===== src/rtl/jts16_scr_pkg.sv =====
// Shared definitions for the S16 scroll layers: row-scroll FSM states and the
// text RAM table bases holding the per-row horizontal scroll words.
package jts16_scr_pkg;

    typedef enum logic [1:0] {
        IDLE   = 2'd0,
        FETCH1 = 2'd1,
        FETCH2 = 2'd2,
        COMMIT = 2'd3
    } rowscr_st_t;

    localparam logic [10:0] ROWSCR1_BASE = 11'h7C0;
    localparam logic [10:0] ROWSCR2_BASE = 11'h7E0;

    // One table entry per 8-line row; the index wraps every 256 lines.
    function automatic logic [10:0] rowscr_addr(input logic [10:0] base, input logic [4:0] row);
        return base + {6'd0, row};
    endfunction

endpackage


===== src/rtl/jts16_rowscr.sv =====
// Per-line scroll latch for the two S16 tilemap layers. Row-scroll fetches from
// text RAM are built only when JTS16_ROWSCR_EN is defined.
module jts16_rowscr
    import jts16_scr_pkg::*;
#(
    parameter int MODEL = 1
)(
    input  logic        clk,
    input  logic        rst,
    input  logic        hs,
    input  logic [8:0]  vdump,
    input  logic [15:0] scr1_hpos,
    input  logic [15:0] scr2_hpos,
    input  logic [15:0] scr1_vpos,
    input  logic [15:0] scr2_vpos,
    input  logic        rowscr1_en,
    input  logic        rowscr2_en,
    output logic [11:1] ram_addr,
    output logic        ram_rd,
    input  logic [15:0] ram_din,
    input  logic        ram_ok,
    output logic [9:0]  hpos1,
    output logic [9:0]  hpos2,
    output logic [8:0]  vpos1,
    output logic [8:0]  vpos2,
    output logic        pos_ok
);

    rowscr_st_t st;
    logic       hs_l;
    logic       line_start;
    logic [9:0] nh1, nh2;
    logic [8:0] nv1, nv2;
    logic       unused_bits;

    assign line_start = hs & ~hs_l;

`ifdef JTS16_ROWSCR_EN
    logic        rd;
    logic [11:1] addr;
    logic        fetch1_en, fetch2_en;

    assign fetch1_en   = (MODEL != 0) && rowscr1_en;
    assign fetch2_en   = (MODEL != 0) && rowscr2_en;
    assign ram_rd      = rd;
    assign ram_addr    = addr;
    assign unused_bits = ^{scr1_hpos[15:10], scr2_hpos[15:10], scr1_vpos[15:9],
                           scr2_vpos[15:9], ram_din[15:10], vdump[8], vdump[2:0]};
`else
    assign ram_rd      = 1'b0;
    assign ram_addr    = '0;
    assign unused_bits = ^{scr1_hpos[15:10], scr2_hpos[15:10], scr1_vpos[15:9],
                           scr2_vpos[15:9], ram_din, ram_ok, vdump,
                           rowscr1_en, rowscr2_en, (MODEL != 0)};
`endif

    always_ff @(posedge clk or posedge rst) begin
        if (rst) begin
            st     <= IDLE;
            hs_l   <= 1'b0;
            nh1    <= '0;
            nh2    <= '0;
            nv1    <= '0;
            nv2    <= '0;
            hpos1  <= '0;
            hpos2  <= '0;
            vpos1  <= '0;
            vpos2  <= '0;
            pos_ok <= 1'b0;
`ifdef JTS16_ROWSCR_EN
            rd     <= 1'b0;
            addr   <= '0;
`endif
        end else begin
            hs_l <= hs;
            // A new line start wins over any state, abandoning an unfinished fetch.
            if (line_start) begin
                nh1    <= scr1_hpos[9:0];
                nh2    <= scr2_hpos[9:0];
                nv1    <= scr1_vpos[8:0];
                nv2    <= scr2_vpos[8:0];
                pos_ok <= 1'b0;
`ifdef JTS16_ROWSCR_EN
                rd     <= 1'b0;
                st     <= FETCH1;
`else
                st     <= COMMIT;
`endif
            end else begin
                case (st)
`ifdef JTS16_ROWSCR_EN
                    FETCH1: begin
                        if (!fetch1_en) begin
                            rd <= 1'b0;
                            st <= FETCH2;
                        end else if (!rd) begin
                            rd   <= 1'b1;
                            addr <= rowscr_addr(ROWSCR1_BASE, vdump[7:3]);
                        end else if (ram_ok) begin
                            nh1 <= ram_din[9:0];
                            rd  <= 1'b0;
                            st  <= FETCH2;
                        end
                    end
                    FETCH2: begin
                        if (!fetch2_en) begin
                            rd <= 1'b0;
                            st <= COMMIT;
                        end else if (!rd) begin
                            rd   <= 1'b1;
                            addr <= rowscr_addr(ROWSCR2_BASE, vdump[7:3]);
                        end else if (ram_ok) begin
                            nh2 <= ram_din[9:0];
                            rd  <= 1'b0;
                            st  <= COMMIT;
                        end
                    end
`endif
                    COMMIT: begin
                        hpos1  <= nh1;
                        hpos2  <= nh2;
                        vpos1  <= nv1;
                        vpos2  <= nv2;
                        pos_ok <= 1'b1;
                        st     <= IDLE;
                    end
                    default: st <= IDLE;
                endcase
            end
        end
    end

endmodule


===== config.mk =====
export PLATFORM = sky130hd
export DESIGN_NAME = jts16_rowscr
export DESIGN_NICKNAME = d
export VERILOG_FILES = /design/src/rtl/jts16_scr_pkg.sv /design/src/rtl/jts16_rowscr.sv
export SDC_FILE = /design/constraint.sdc
export NUM_CORES = 1
export LEC_CHECK = 0
export ABC_AREA = 1
export BUFFER_PORTS_ARGS = -buffer_cell sky130_fd_sc_hd__buf_2
export CAP_MARGIN = 20
export CORE_ASPECT_RATIO = 0.5
export CORE_MARGIN = 8
export CORE_UTILIZATION = 39
export DETAILED_ROUTE_END_ITERATION = 12
export GPL_TIMING_DRIVEN = 0
export PLACE_DENSITY = 0.71
export SLEW_MARGIN = 30
export SYNTH_ARGS = -nofsm -noshare
export SYNTH_HDL_FRONTEND = slang
export SYNTH_SLANG_ARGS = --single-unit

===== constraint.sdc =====
create_clock -name clk -period 6.8 [get_ports clk]
set_input_delay 0.34 -clock clk [delete_from_list [all_inputs] [get_ports clk]]
set_output_delay 0.34 -clock clk [all_outputs]
set_load 0.02 [all_outputs]

Yosys cells after proc, flatten, opt, wreduce, memory -nomap -nowiden
Cells that the tools add are included.

word-level totals
  register bits after elaboration = 80
  input bits = 95
  output and inout bits = 51
  word-level logic and storage cells = 20

cells by class
  equality and inequality tests = 1
  multiplexer cells = 3
  bitwise operators = 3
  reductions and logical operators = 2

operators with widths
  operator              number
  $eq A2 B2 Y1 const B  1
  $mux W1               2
  $mux W2               1
  $not A1 Y1            2
  $reduce_and A2 Y1     1
  $reduce_bool A2 Y1    1
  $and A1 B1 Y1         1

Logic depth before layout (Yosys ltp)
Gate-level depths: netlist of run 1.

  depth in word-level cells = 4
  depth in mapped cells = 7
  mapped depth without buffers = 5

Worst setup path after synthesis of run 1
OpenSTA, ideal clock, no wires.

  kind = flip-flop to flip-flop
  start point = register hs_l
  end point = register pos_ok
  library setup time = 0.118 ns
  arrival = 0.892 ns
  required time = 6.682 ns
  setup slack = 5.791 ns
  stages on the path, launching flop included = 7
  buffers on the path = 2
  clock period less this slack = 1.009 ns
  cell sequence = dfrtp_1 -> inv_1 -> nand2_2 -> buf_4 -> buf_4 -> nand2_1 -> nand2_1

on the way
  longest elaborated chain between the ends = 3
  elaborated cells between the ends (all ways) = 4
  those cells by class = mux: 1; bitwise: 2; reduce/logical: 1

RTL lines
  item                                           line                 text
  start, declared                                jts16_rowscr.sv:30   logic hs_l;
  start signal, assigned                         jts16_rowscr.sv:75   hs_l <= hs;
  $not A1 Y1 *                                   jts16_rowscr.sv:36   assign line_start = hs & ~hs_l;
  $and A1 B1 Y1 *                                jts16_rowscr.sv:36
  $mux W1 or $reduce_bool A2 Y1 (tied branches)  n/a
  end signal, assigned                           jts16_rowscr.sv:69   pos_ok <= 1'b0;
  end signal, assigned                           jts16_rowscr.sv:82   pos_ok <= 1'b0;
  end signal, assigned                           jts16_rowscr.sv:124  pos_ok <= 1'b1;
  end, declared                                  jts16_rowscr.sv:26   output logic pos_ok

Every way passes the cells marked *; elsewhere a longest branch is shown, timed or not.
A chain may end at the register's enable or synchronous reset.

Worst setup path after layout of run 1
  start point = register hpos2[7]
  end point = output port hpos2[7]

RTL lines
  item                    line                 text
  start, declared         jts16_rowscr.sv:23   output logic [9:0] hpos2,
  start signal, assigned  jts16_rowscr.sv:121  hpos2 <= nh2;

No word-level cell between the ends.

==> metrics.yaml, run 1 <==
cts_setup_buffers: 0
period_needed_ns: 1.22
place.port_buffers: 79
clkTransAtPathRegs_ns: 0.06
p_total_mw: 1.27
p_leak_nw: 2.35
wl_per_cell_um: 13.0
criticalPathCategory: "reg -> out"
clock-sinks: 79
synthCells: 347
hp-class: "in -> async"
fin_crit_sh: 0.179
hold_violations: 4
dp_hpwl_um: 5280
cts_hold_buf: 0
cp-start-kind: "register"
layout_setup_ws_ns: 5.58
nets: 544
yosys_register_bits: 79
gp_congestion: 0.729
drc: 0
clk_latency_ns: 0.32
drv_cap: 0
slowest_delay_ns: 0.39
worstReg2RegEnd: "nv2[1]"
num_io_pins: 146
syn_area_per_cell_um2: 9.06
numCtsBuffers: 9
postRouteAntennaNets: 0
grtUsageTotal: 0.136
end_kind: "primary output"
path_buf_inv: 1
cts_buffer_depth: 2
crit_slowest_cell: "dfrtp_1"
vias: 2445
drt_iter0_markers: 152
rsz0062_at_grt: "no"
cp.required_ns: 6.46
initial_core_util: 0.397
max_freq_mhz: 823
seq_area_frac_synth: 0.629
drv_slew: 0
hold_slack_ns: -0.00562
setup_tns_ns: 0
cts_tree: "done"
fin_skew_ns: 0.00496
cp.arrival_ns: 0.88
cts_resized: 0
reg2reg_depth: 6
grt-ovfl-total: 0
postRouteWirelength_um: 7360
pre_cts_ws_ns: 5.60
drive_above_1_share: 0.289
diodes: 0
crit_fanout: 2
floorplan.die.width_um: 143
vdd_drop_max_v: 0.000134
post-route-cell-area_um2: 4050
cp_cell_sequence: "buf_2"
critPathTopFamily: "flip-flops"
violations: "hold timing"
firstDrtPassIters: 4
rows: 23
setup_viol: 0
vias_per_cell: 4.32
die_h_um: 79.5
grt_pass1_vias: 2524
p_per_area_nw_per_um2: 313
placed_area_um2: 3750
grt_pass1_wl_um: 12200
r2r_slack_ns: 5.66
fp.dieArea_um2: 11400
worstReg2RegStart: "hs_l"
root_buffer: "clkbuf_16"
h-tree-depth: 3
antenna_found_initial: 0
area_growth_pct: 28.8
design.core.area_um2: 7910
grt_max_degree: 46
status: "finished with violations"
yosys.cell_types.count: 10
yosys_warnings: 0
syn_area_um2: 3140
Yosys cell counts:
| master | n | area (µm²) |
|---|---|---|
| buf_2 | 9 | 45.0 |
| buf_6 | 3 | 33.8 |
| dfrtp_1 | 79 | 1980 |
| nand2_2 | 2 | 12.5 |
| nand3_1 | 38 | 190 |
| conb_1 | 1 | 3.75 |
| inv_2 | 1 | 3.75 |
| nand2_1 | 192 | 721 |
| inv_1 | 2 | 7.51 |
| buf_4 | 20 | 150 |
layout make-up:
type | count | area, µm²
repair buffers | 80 | 423
inverters | 3 | 16.3
flip-flops and latches | 79 | 1980
plain buffers | 32 | 229
clock buffers | 14 | 284
well taps | 112 | 140
multi-input cells | 244 | 968
fillers | 749 | 3860
clock inverters | 2 | 12.5
worst max-delay path by stage:
stage,start,end,slack [ns],cells past startpoint
floorplan,rst,hpos1[0],4.44,1
global placement,rst,hpos2[6],3.47,2
detailed placement,hs,nh2[9],5.60,7
CTS,hpos2[3],hpos2[3],5.57,1
global route,hs_l,nv2[1],5.55,7
finish,hpos2[7],hpos2[7],5.58,1
metrics by stage:
step / std cells / utilization
floorplan: 358 / -
CTS: 566 / 0.512
global placement: 549 / 0.470
finish: 566 / 0.512
global route: 566 / 0.512
detailed placement: 550 / 0.474
metal layers:
metal  track usage  routed length, µm  up-vias
met3        0.0459                443        8
met1         0.157               3100     1140
met4        0.0410                 77        0
met5             0                  0        -
li1              -                  -     1249
met2         0.236               3740       48
where the power goes:
part / internal (mW) / leakage [nW] / total (mW) / switching (mW)
clock: 0.287 / 0.145 / 0.461 / 0.174
combinational: 0.0806 / 1.22 / 0.228 / 0.147
sequential: 0.541 / 0.993 / 0.577 / 0.0360
cell families (layout without fill, tap and decap cells):
family	Yosys count	in the layout	share of synthesized area
flops	79	79	0.629
other cells	1	12	0.00119
buf+inv	35	131	0.0764
simple gates	232	232	0.294
sequential cells by signal, summed over array words and instances (netlist names):
name    count
hpos1      10
hpos2      10
hs_l        1
nh1        10
nh2        10
nv1         9
nv2         9
pos_ok      1
st          1
vpos1       9
vpos2       9
cells in the final DEF, fill, tap and decap left out, drive strengths merged:
cell type / Yosys / layout
nand2: 194 / 194
buf: 32 / 112
dfrtp: 79 / 79
nand3: 38 / 38
clkbuf: 0 / 14
conb: 1 / 12
inv: 3 / 3
clkinvlp: 0 / 1
clkinv: 0 / 1
No activity file was read; power rests on OpenSTA's default activity.
==> run 2: changes to the inputs <==
--- a/config.mk
+++ b/config.mk
@@ -13,7 +13,7 @@
 export CORE_UTILIZATION = 39
 export DETAILED_ROUTE_END_ITERATION = 12
 export GPL_TIMING_DRIVEN = 0
-export PLACE_DENSITY = 0.71
+export PLACE_DENSITY = 0.73
 export SLEW_MARGIN = 30
 export SYNTH_ARGS = -nofsm -noshare
 export SYNTH_HDL_FRONTEND = slang
==> constraint.sdc (replaced) <==
create_clock -name clk -period 1.1 [get_ports clk]
set_input_delay 0.055 -clock clk [delete_from_list [all_inputs] [get_ports clk]]
set_output_delay 0.055 -clock clk [all_outputs]
set_load 0.02 [all_outputs]
==> run 2 against run 1 <==
  * The run still ends with hold timing left
  * Wire length grew 9.9%
  * Via count grew 8.9%
  * First-iteration DRC count grew 18%
  * Combinational power grew to 6.8 times the previous value
  * Setup slack lost 5.5 ns
  * Non-clock buffer count grew 39
  * Flip-flop and latch count is the same
  * Critical path type is now reg -> reg
  * Largest cell class unchanged
==> metrics.yaml, run 2 (same netlist as run 1, synthesis figures left out) <==
status: "finished with violations"
violations: "hold timing"
numCtsBuffers: 9
grtUsageTotal: 0.145
fin_crit_sh: 0.948
setup_viol: 0
placed_area_um2: 3760
grt_pass1_wl_um: 12900
grt-ovfl-total: 0
hold_violations: 26
fin_cells: 605
fin_util: 0.564
multi_input_area_um2: 973
fin_skew_ns: 0.00434
gp_congestion: 0.747
postRouteWirelength_um: 8090
fp.dieArea_um2: 11400
grt_pass1_vias: 2703
root_buffer: "clkbuf_16"
place.port_buffers: 79
cp.arrival_ns: 1.30
vias: 2662
initial_core_util: 0.397
post-place-cells: 551
crit_slowest_cell: "dfrtp_1"
end_kind: "register"
postRouteAntennaNets: 0
cp.required_ns: 1.36
firstDrtPassIters: 4
antenna_found_initial: 0
max_freq_mhz: 959
final_common_cell: "nand2_1"
dp_hpwl_um: 5520
grt_max_degree: 29
area_growth_pct: 41.9
vias_per_cell: 4.40
drv_cap: 0
period_needed_ns: 1.04
rows: 23
drc: 0
use_met3: 0.0471
slowest_delay_ns: 0.38
layout_setup_ws_ns: 0.0567
design.core.area_um2: 7910
hp-class: "in -> async"
cts_tree: "done"
p_total_mw: 7.84
clkTransAtPathRegs_ns: 0.06
drv_slew: 0
seq_area_um2: 1980
num_io_pins: 146
use_met1: 0.165
criticalPathCategory: "reg -> reg"
hold_slack_ns: -0.205
h-tree-depth: 3
setup_tns_ns: 0
clk_latency_ns: 0.33
drive_above_1_share: 0.266
layout_common_cells: "192 x nand2_1, 87 x buf_2, 79 x dfrtp_1"
slew_headroom: 0.598
p_per_area_nw_per_um2: 1760
grt_util_met2: 0.254
cts_hold_buf: 39
crit_fanout: 10
clock-sinks: 79
grt.busiest_layer: "met2"
wl_per_cell_um: 13.4
num-fill-cells: 730
diodes: 0
post-route-cell-area_um2: 4460
pre_cts_ws_ns: -0.0187
crit_top_cell: "nand2_1"
cts_buffer_depth: 2
drt_iter0_markers: 179
p_leak_nw: 2.52
vdd_drop_max_v: 0.000859
die_h_um: 79.5
tightest_slew_ns: 0.602
cp_cell_sequence: "inv_2 > nand2_4 > nand2_2 > buf_2 > nand2_1 > nand2_1"
floorplan.die.width_um: 143
nets: 583
cp-start-kind: "register"
rsz0062_at_grt: "yes"
run 2: changes by cell type in the layout (fill, tap and decap cells not counted), sizes merged:
cell | before | now
clkinvlp | 1 | 2
buf | 112 | 111
inv | 3 | 2
dlygate4sd3 | 0 | 39
clkinv | 1 | 2
run 2: metal layers:
| metal | vias up | part of all wire |
|---|---|---|
| met5 | - | 0 |
| met4 | 0 | 0.011 |
| met3 | 9 | 0.058 |
| met2 | 69 | 0.51 |
| met1 | 1259 | 0.42 |
| li1 | 1325 | - |
run 2: cell type report:
type	instances	share of cell area
sequential	79	0.443
multi-input combinational	244	0.218
timing repair buffer	121	0.190
clock buffer	13	0.0583
buffer	30	0.0519
tap	112	0.0314
clock inverter	3	0.00393
inverter	3	0.00337
run 2: where the power goes:
part	switching (mW)	internal (mW)	total, mW	leakage (nW)
registers	0.235	3.34	3.58	0.993
logic	0.946	0.601	1.55	1.39
clock network	1.07	1.64	2.72	0.136
total	2.25	5.59	7.84	2.52
run 2: path summary, 6_finish.rpt:
| check | startpoint | to | slack (ns) | depth (start not counted) |
|---|---|---|---|---|
| worst max-delay path | hs_l | vpos1[4] | 0.06 | 6 |
| worst min-delay path | rst | nv2[2] | -0.20 | 2 |
| worst max register to register | hs_l | vpos1[4] | 0.06 | 6 |
| worst min register to register | hpos1[9] | hpos1[9] | 0.46 | 2 |
| max in group asynchronous | rst | nh1[4] | 0.57 | 4 |
| min in group clk | hs | hs_l | 0.43 | 2 |
run 2: timing repair:
action | in CTS | in global routing
buffers inserted | 0 | 1
gates resized for setup | 3 | 6
endpoints found under the setup margin | 30 | 59
endpoints found under the hold margin | 65 | 26
run 2: worst max-delay path: cells and delay by family, from the launching register on:
kind	cells	cell delay [ns]
flops	1	0.38
simple gates	4	0.31
buf+inv	2	0.30
==> run 3: changes to the inputs <==
--- a/config.mk
+++ b/config.mk
@@ -12,7 +12,7 @@
 export CORE_MARGIN = 8
 export CORE_UTILIZATION = 39
 export DETAILED_ROUTE_END_ITERATION = 12
-export GPL_TIMING_DRIVEN = 0
+export GPL_TIMING_DRIVEN = 1
 export PLACE_DENSITY = 0.73
 export SLEW_MARGIN = 30
 export SYNTH_ARGS = -nofsm -noshare
==> run 3 against run 2 <==
  * Critical path type is now in -> reg
  * Combinational power decreased by 3%
  * Global-route usage fell by 0.98 points
  * Largest cell class unchanged
  * Worst hold slack improved by 0.59 ns
  * Critical path depth is 1 higher
  * Sequential power about the same
  * Setup slack lost 0.0046 ns
  * Cell area shrank 2.1%
  * First-iteration DRC count fell by 5.0%
  * Via count decreased by 5.0%
  * The flow now finishes without violations
  * Power increased by 3.7%
  * Final cell count fell by 3.6%
  * Clock power increased by 13%
==> metrics.yaml, run 3 (same netlist as run 1, synthesis figures left out) <==
status: "completed"
postRouteAntennaNets: 0
p_per_area_nw_per_um2: 1860
cts_buffer_depth: 2
postRouteWirelength_um: 7480
drt_iter0_markers: 170
dp_hpwl_um: 4670
cp-start-kind: "primary input"
clock-sinks: 79
vias_per_cell: 4.34
die_h_um: 79.5
final_common_cell: "nand2_1"
cp.required_ns: 1.31
grt-ovfl-total: 0
rows: 23
num_io_pins: 146
gp_congestion: 0.717
drv_slew: 0
diodes: 0
cp.arrival_ns: 1.26
setup_tns_ns: 0
drc: 0
layout_common_cells: "192 x nand2_1, 79 x dfrtp_1, 79 x buf_2"
grt_pass1_wl_um: 12000
place.port_buffers: 79
slowest_delay_ns: 0.54
nets: 561
setup_viol: 0
period_needed_ns: 1.05
design.core.area_um2: 7910
grt_pass1_vias: 2525
numCtsBuffers: 9
grtUsageTotal: 0.135
hp-class: "in -> async"
floorplan.die.width_um: 143
initial_core_util: 0.397
area_growth_pct: 38.9
drive_above_1_share: 0.225
path_buf_inv: 3
max_freq_mhz: 954
cts_tree: "done"
fp.dieArea_um2: 11400
crit_fanout: 19
cts_setup_buffers: 0
fin_util: 0.552
hold_violations: 0
end_kind: "register"
clkTransAtPathRegs_ns: 0.06
vdd_drop_max_v: 0.000997
clk_latency_ns: 0.33
h-tree-depth: 3
p_total_mw: 8.13
critPathTopFamily: "buffers and inverters"
cp_cell_sequence: "dlygate4sd3_1 > buf_2 > nand2_4 > nand2_4 > buf_12 > nand2_1 > nand2_1"
drv_cap: 0
fin_skew_ns: 0.00496
vias: 2528
p_leak_nw: 2.44
fin_crit_sh: 0.953
antenna_found_initial: 0
firstDrtPassIters: 4
crit_slowest_cell: "dlygate4sd3_1"
criticalPathCategory: "in -> reg"
root_buffer: "clkbuf_16"
grt_max_degree: 80
wl_per_cell_um: 12.8
==> run 3: cell count changes in the layout (fill, tap and decap cells not counted), moves of 2 or more <==
cell	change
buf_4	-12
buf_2	-8
buf_6	-4
buf_12	+3
bufinv_16	+2
clkbuf_8	-2
==> run 3: stage by stage <==
stage | cell area, µm² | worst slack [ns] | hold WS (ns) | instances
final | 4370 | 0.0521 | 0.383 | 583
after global placement | 3650 | 0.0935 | 0.207 | 527
after global routing | 4370 | -0.000522 | 0.415 | 583
after detailed placement | 3650 | 0.0654 | 0.206 | 527
after floorplan | 3190 | 0.0908 | 0.0864 | 358
after CTS | 4350 | 0.0221 | 0.407 | 583
==> run 3: final timing paths <==
| kind | startpoint | depth (start not counted) | slack [ns] | endpoint |
|---|---|---|---|---|
| worst max-delay path | hs | 7 | 0.05 | hpos2[3] |
| worst min-delay path | rst | 4 | 0.38 | nv2[2] |
| worst max register to register | hs_l | 6 | 0.08 | hpos2[3] |
| worst min register to register | vpos2[5] | 2 | 0.46 | vpos2[5] |
| max in group asynchronous | rst | 4 | 0.41 | nh2[3] |
| min in group clk | scr1_hpos[5] | 4 | 0.45 | nh1[5] |
==> run 3: repair_timing <==
action,in CTS,in global routing
gates resized for setup,0,3
setup endpoints to repair,0,51
hold endpoints to repair,118,0
hold buffers,40,0
==> run 3: worst min-delay path: cells and delay by family <==
| kind | cells | cell delay (ns) |
|---|---|---|
| buffers and inverters | 4 | 1.07 |
==> run 3: final cells by class <==
| type | count | area (µm²) |
|---|---|---|
| flip-flops and latches | 79 | 1980 |
| clock buffers | 12 | 236 |
| multi-input cells | 244 | 978 |
| well taps | 112 | 140 |
| fillers | 722 | 3550 |
| clock inverters | 4 | 70.1 |
| inverters | 3 | 15.0 |
| repair buffers | 129 | 950 |
==> run 3: metal layers <==
layer,GRT usage,vias up,part of all wire
met2,0.238,47,0.51
met1,0.150,1190,0.42
met3,0.0424,11,0.051
met5,0,-,0
met4,0.0557,0,0.015
li1,-,1280,-
==> run 3: power by group <==
| part | internal [mW] | total, mW | switching (mW) |
|---|---|---|---|
| Clock | 1.98 | 3.07 | 1.09 |
| Sequential | 3.34 | 3.57 | 0.225 |
| Combinational | 0.567 | 1.50 | 0.928 |
